**src/rtl/tick_timer.sv**
```systemverilog
// tick_timer: programmable countdown timer clocked by divider ticks.
// Counts i_tick pulses (not system clocks) from a loaded interval down to
// expiry, then either reloads (auto-reload) or stops (one-shot). Each expiry
// raises a one-clk o_expired pulse and sets the sticky o_irq flag, which the
// CPU clears with i_irq_ack.
//
// Ports:
//   i_clk          system clock, rising edge
//   i_rst_n        asynchronous active-low reset
//   i_tick         timebase enable, one clk wide per divider period
//   i_load         strobe: capture i_load_value into reload and count
//   i_load_value   interval in ticks
//   i_start        strobe: begin/resume counting
//   i_stop         strobe: pause counting, count held
//   i_auto_reload  level, sampled at the expiry edge
//   i_irq_ack      strobe: clear o_irq
//   o_count        remaining ticks
//   o_running      1 while in RUN
//   o_expired      one-clk pulse per expiry
//   o_irq          sticky interrupt pending
module tick_timer #(
  parameter int WIDTH = 16
) (
  input  logic             i_clk,
  input  logic             i_rst_n,
  input  logic             i_tick,
  input  logic             i_load,
  input  logic [WIDTH-1:0] i_load_value,
  input  logic             i_start,
  input  logic             i_stop,
  input  logic             i_auto_reload,
  input  logic             i_irq_ack,
  output logic [WIDTH-1:0] o_count,
  output logic             o_running,
  output logic             o_expired,
  output logic             o_irq
);

  typedef enum logic {IDLE = 1'b0, RUN = 1'b1} state_t;

  state_t           r_state, w_state_nxt;
  logic [WIDTH-1:0] r_count, w_count_nxt;
  logic [WIDTH-1:0] r_reload, w_reload_nxt;
  logic             r_expired, w_expired_nxt;
  logic             r_irq, w_irq_nxt;
  logic             w_expire;

  always_ff @(posedge i_clk or negedge i_rst_n) begin
    if (!i_rst_n) begin
      r_state   <= IDLE;
      r_count   <= '0;
      r_reload  <= '0;
      r_expired <= 1'b0;
      r_irq     <= 1'b0;
    end else begin
      r_state   <= w_state_nxt;
      r_count   <= w_count_nxt;
      r_reload  <= w_reload_nxt;
      r_expired <= w_expired_nxt;
      r_irq     <= w_irq_nxt;
    end
  end

  // Strobe priority: load > stop > start > tick. A start in RUN and a stop
  // in IDLE do nothing, so they do not swallow a tick on that edge.
  always_comb begin
    w_state_nxt  = r_state;
    w_count_nxt  = r_count;
    w_reload_nxt = r_reload;
    w_expire     = 1'b0;
    if (i_load) begin
      w_reload_nxt = i_load_value;
      w_count_nxt  = i_load_value;
      // A zero interval can never expire, so park in IDLE to avoid wrap.
      if (i_load_value == '0) w_state_nxt = IDLE;
    end else if (i_stop && r_state == RUN) begin
      w_state_nxt = IDLE;
    end else if (i_start && r_state == IDLE) begin
      if (r_count != '0) w_state_nxt = RUN;
    end else if (i_tick && r_state == RUN) begin
      if (r_count > WIDTH'(1)) begin
        w_count_nxt = r_count - WIDTH'(1);
      end else begin
        w_expire = 1'b1;
        if (i_auto_reload && r_reload != '0) begin
          w_count_nxt = r_reload;
        end else begin
          w_count_nxt = '0;
          w_state_nxt = IDLE;
        end
      end
    end
    w_expired_nxt = w_expire;
    // Set beats acknowledge when they land on the same edge.
    w_irq_nxt     = w_expire | (r_irq & ~i_irq_ack);
  end

  assign o_count   = r_count;
  assign o_running = (r_state == RUN);
  assign o_expired = r_expired;
  assign o_irq     = r_irq;

endmodule

```
**config.mk**
```make
export PLATFORM = sky130hd
export DESIGN_NAME = tick_timer
export DESIGN_NICKNAME = d
export VERILOG_FILES = /design/src/rtl/tick_timer.sv
export SDC_FILE = /design/constraint.sdc
export NUM_CORES = 1
export LEC_CHECK = 0
export ABC_AREA = 1
export BUFFER_PORTS_ARGS = -buffer_cell sky130_fd_sc_hd__buf_4
export CORE_MARGIN = 2
export CORE_UTILIZATION = 42
export CTS_CLUSTER_DIAMETER = 40
export DETAILED_ROUTE_END_ITERATION = 8
export PLACE_DENSITY = 0.67
export SKIP_CTS_REPAIR_TIMING = 1
export SLEW_MARGIN = 15
export SYNTH_ARGS = -nofsm -noshare
export SYNTH_HDL_FRONTEND = slang
export SYNTH_SLANG_ARGS = --single-unit
```
**constraint.sdc**
```tcl
create_clock -name i_clk -period 2.15 [get_ports i_clk]
set_input_delay 0 -clock i_clk [delete_from_list [all_inputs] [get_ports i_clk]]
set_output_delay 0 -clock i_clk [all_outputs]
set_load 0.02 [all_outputs]
```
* Yosys cells after proc, flatten, opt, wreduce, memory -nomap -nowiden
Cells that the tools add are included.
Storage, ports and cells: input port bits 24, register bits after elaboration 35
Operators by class: magnitude comparators 1, equal/unequal tests 6, bitwise gates (word level) 4, add/subtract/negate cells 1, muxes and demuxes 19, reductions and logical operators 11
Operators by type and width (number):
- $mux 16 | 6
- $reduce_bool 16->1 | 2
- $gt 16x1->1 const B | 1
- $logic_not 16->1 | 1
- $sub 16x1->16 const B | 1
- $mux 1 | 13
- $ne 4x4->1 const B | 2
- $reduce_and 5->1 | 1
- $logic_and 1x1->1 | 4
- $ne 2x2->1 const B | 2
- $ne 4x3->1 const B | 1
- $reduce_bool 4->1 | 1
- $reduce_and 3->1 | 1
- $ne 2x1->1 const B | 1
- $not 1->1 | 2
- $reduce_bool 2->1 | 1
- $and 1x1->1 | 1
- $or 1x1->1 | 1

* Depth between registers and ports, before layout
depth in word-level cells 8, mapped depth 11, depth with buffers taken out 11

* Worst setup path after synthesis
Ideal clock, no wire load.
kind register to register, start point register r_count[0], in the netlist o_count[0], end point register r_count[11], in the netlist o_count[11], data arrival time 1686 ps, setup slack 343 ps, path buffers 1, clock period less this slack 1807 ps, setup time 122 ps, stages on the path, launching flop included 9, path through dfrtp_1 -> inv_1 -> ha_1 -> or2_2 -> nand3_4 -> buf_6 -> nand2_1 -> o211ai_2 -> nand2_1
On the way: word-level cells in the longest chain between the ends 6
RTL lines:
- start, declared | RTL line 42 | logic [WIDTH-1:0] r_count, w_count_nxt;
- start signal, assigned | RTL line 57 | r_count <= w_count_nxt;
- $sub 16x1->16 / $gt 16x1->1 (equally long branches) | RTL line 82, 81
- $mux 16 (*) | RTL line 81 | if (r_count > WIDTH'(1)) begin
- $mux 16 (*) | RTL line 80 | end else if (i_tick && r_state == RUN) begin
- $mux 16 (*) | RTL line 78 | end else if (i_start && r_state == IDLE) begin
- $mux 16 (*) | RTL line 76 | end else if (i_stop && r_state == RUN) begin
- $mux 16 (*) | RTL line 71 | if (i_load) begin
Mark *: on every way between the ends. The rest lies on a longest branch, timed or not. The select of a mux whose other input is x is not followed. A chain may end at the register's enable or synchronous reset.

* Worst setup path after layout
start point register r_count[0], in the netlist o_count[0], end point register r_count[10], in the netlist o_count[10]
The elaborated chain is that of the path after synthesis.

==> out/metrics.csv <==
metric,value,unit
outcome,finished with violations,
violations,negative hold slack,
drv_slew,0,
tns,0,ns
synth_area,2300,um2
drt-initial-drc-count,241,
cp.required,2.37,ns
place.detailed.hpwl,4960,um
final_cell_mix,"nand2_1, inv_1, buf_4",
std_cell_rows,26,
critPathLaunchType,flop,
globalRouteOverflowTotal,0,
path_delay_family,simple AND/OR/NAND/NOR gates,
viasPerCell,5.15,
cts_sinks,35,
cts_tree,yes,
synth_warnings,0,
clock_tree.buffer_depth,2,
clk_pin_slew,0.08,ns
postRouteAntennaNets,0,
dr_total_vias,2326,
finalSetupViolations,0,
avgSynthCellArea,7.00,um2
min_path_type,in -> reg,
cap_violations,0,
initial_core_util,44.2,%
fillers,528,
grt_usage,22.1,%
cp_slowest_cell,dfrtp_1,
fmax,522,MHz
synth_fp_nets,356,
critPathBufInv,3,
wl,6480,um
grt_pass1_wl,10400,um
diodes,0,
fin_skew,0.00898,ns
cp_cell_sequence,"inv_1, ha_1, or2_2, nand3_4, inv_4, nand2_4, nand2_4, inv_4, nand2_1, o21bai_1",
synth-seq-cells,35,
critical_path_class,reg -> reg,
rsz0062_at_grt,no,
port_buffers,42,
area_growth,24.6,%
synth_cells,329,
nNetsFinal,408,
fin_crit,1.92,ns
yosysUniqueCellTypes,31,
fp.dieW,78.0,um
placed_area,2690,um2
drc,0,
synth-seq-area-share,38.0,%
period_share,89.1,%
hold_slack,-0.0375,ns
gp_congestion,0.945,
pwr_density_cell,670,nW/um2
drtPass1Iterations,5,
antenna_found_initial,0,
die-area,6090,um2
layout-drive-gt1-share,21.2,%
p_leak,1.47,nW
cpPeakStageDelay,0.41,ns
worst_pin_slew,0.480,ns
slew_headroom,68.0,%
grt_max_degree,36,
design_area,2870,um2
cts_buffers,5,
cts_htree_levels,2,
cts_root_buf,clkbuf_8,
wire_per_inst,14.3,um
insertion_delay,0.29,ns
register_area,876,um2
core-area,5200,um2
ir_drop,0.312,mV
pin_count,43,
arrival,2.14,ns
worst_setup_path_end_kind,flop,
layout_commonest_cell,nand2_1,
grt_pass1_vias,2072,
fp.dieH,78.0,um
cp_max_fo,15,
hold_violations,4,
multi_input_area,1190,um2
==> where the power goes <==
part / switching, mW / total (mW) / internal, mW
logic: 0.336 / 0.554 / 0.218
registers: 0.0884 / 0.818 / 0.729
clock network: 0.256 / 0.549 / 0.293
total: 0.680 / 1.92 / 1.24
==> path summary, 6_finish.rpt <==
path	end	start	depth (start not counted)	slack, ns
setup reg to reg	o_count[10]$_DFFE_PN0P_	o_count[0]$_DFFE_PN0P_	10	0.23
min in group asynchronous	o_count[14]$_DFFE_PN0P_	i_rst_n	2	0.20
max in group asynchronous	r_reload[7]$_DFFE_PN0P_	i_rst_n	2	1.60
hold / removal	r_reload[11]$_DFFE_PN0P_	i_load_value[11]	3	-0.04
setup / recovery	o_count[10]$_DFFE_PN0P_	o_count[0]$_DFFE_PN0P_	10	0.23
hold reg to reg	r_reload[12]$_DFFE_PN0P_	r_reload[12]$_DFFE_PN0P_	2	0.51
==> cell families after synthesis <==
| family | synth area share, % |
|---|---|
| simple gates | 36.4 |
| buf+inv | 10.1 |
| compound gates | 11.2 |
| flops | 38.0 |
| xor+xnor | 2.66 |
| fa+ha+maj | 1.63 |
==> Yosys cell counts, drive strengths merged <==
master / number / area (um2)
a21oi: 2 / 10.0
a22oi: 1 / 7.51
and3: 1 / 6.26
buf: 5 / 28.8
clkbuf: 3 / 11.3
dfrtp: 35 / 876
ha: 3 / 37.5
inv: 50 / 193
nand2: 93 / 377
nand3: 22 / 133
nand4: 7 / 43.8
nor2: 51 / 234
nor3: 5 / 25.0
o211ai: 3 / 37.5
o21ai: 33 / 165
o21bai: 2 / 18.8
o22ai: 3 / 18.8
or2: 3 / 18.8
xor2: 7 / 61.3
==> cell type report <==
type	count	area share, %
clock buffer	8	3.49
inverter	50	6.72
multi-input combinational	236	41.6
sequential	35	30.5
tap	70	3.05
timing repair buffer	53	14.6
==> sequential cells by signal (all words and copies together) (netlist names) <==
name / flops
o_count: 16
o_expired: 1
o_irq: 1
o_running: 1
r_reload: 16
==> metrics by stage <==
step	hold slack (ns)	total power [mW]	utilization, %	setup WS (ns)	std cells
finish	-0.0375	1.92	55.1	0.234	452
global route	0.0000350	2.02	55.1	0.0890	452
CTS	-0.318	1.91	53.6	0.240	444
detailed placement	-0.00737	1.37	51.6	0.245	436
global placement	-0.00827	1.36	51.6	0.332	436
floorplan	-0.296	1.15	-	0.343	329
==> metal layers <==
metal  global-route usage, %  vias to the layer above  share of wire, %
met5                       0                        -                 0
met4                    5.26                        0              0.85
met3                    3.56                        4               7.1
met2                    36.0                       84                47
met1                    31.0                     1101                45
li1                        -                     1137                 -
==> worst reg2reg max path, stage by stage, from the launching register on <==
cell	delay (ns)
dfrtp_1	0.41
inv_1	0.13
ha_1	0.26
or2_2	0.33
nand3_4	0.21
inv_4	0.09
nand2_4	0.07
nand2_4	0.06
inv_4	0.11
nand2_1	0.07
o21bai_1	0.12
Note: power is estimated with default switching activity, not from simulation.
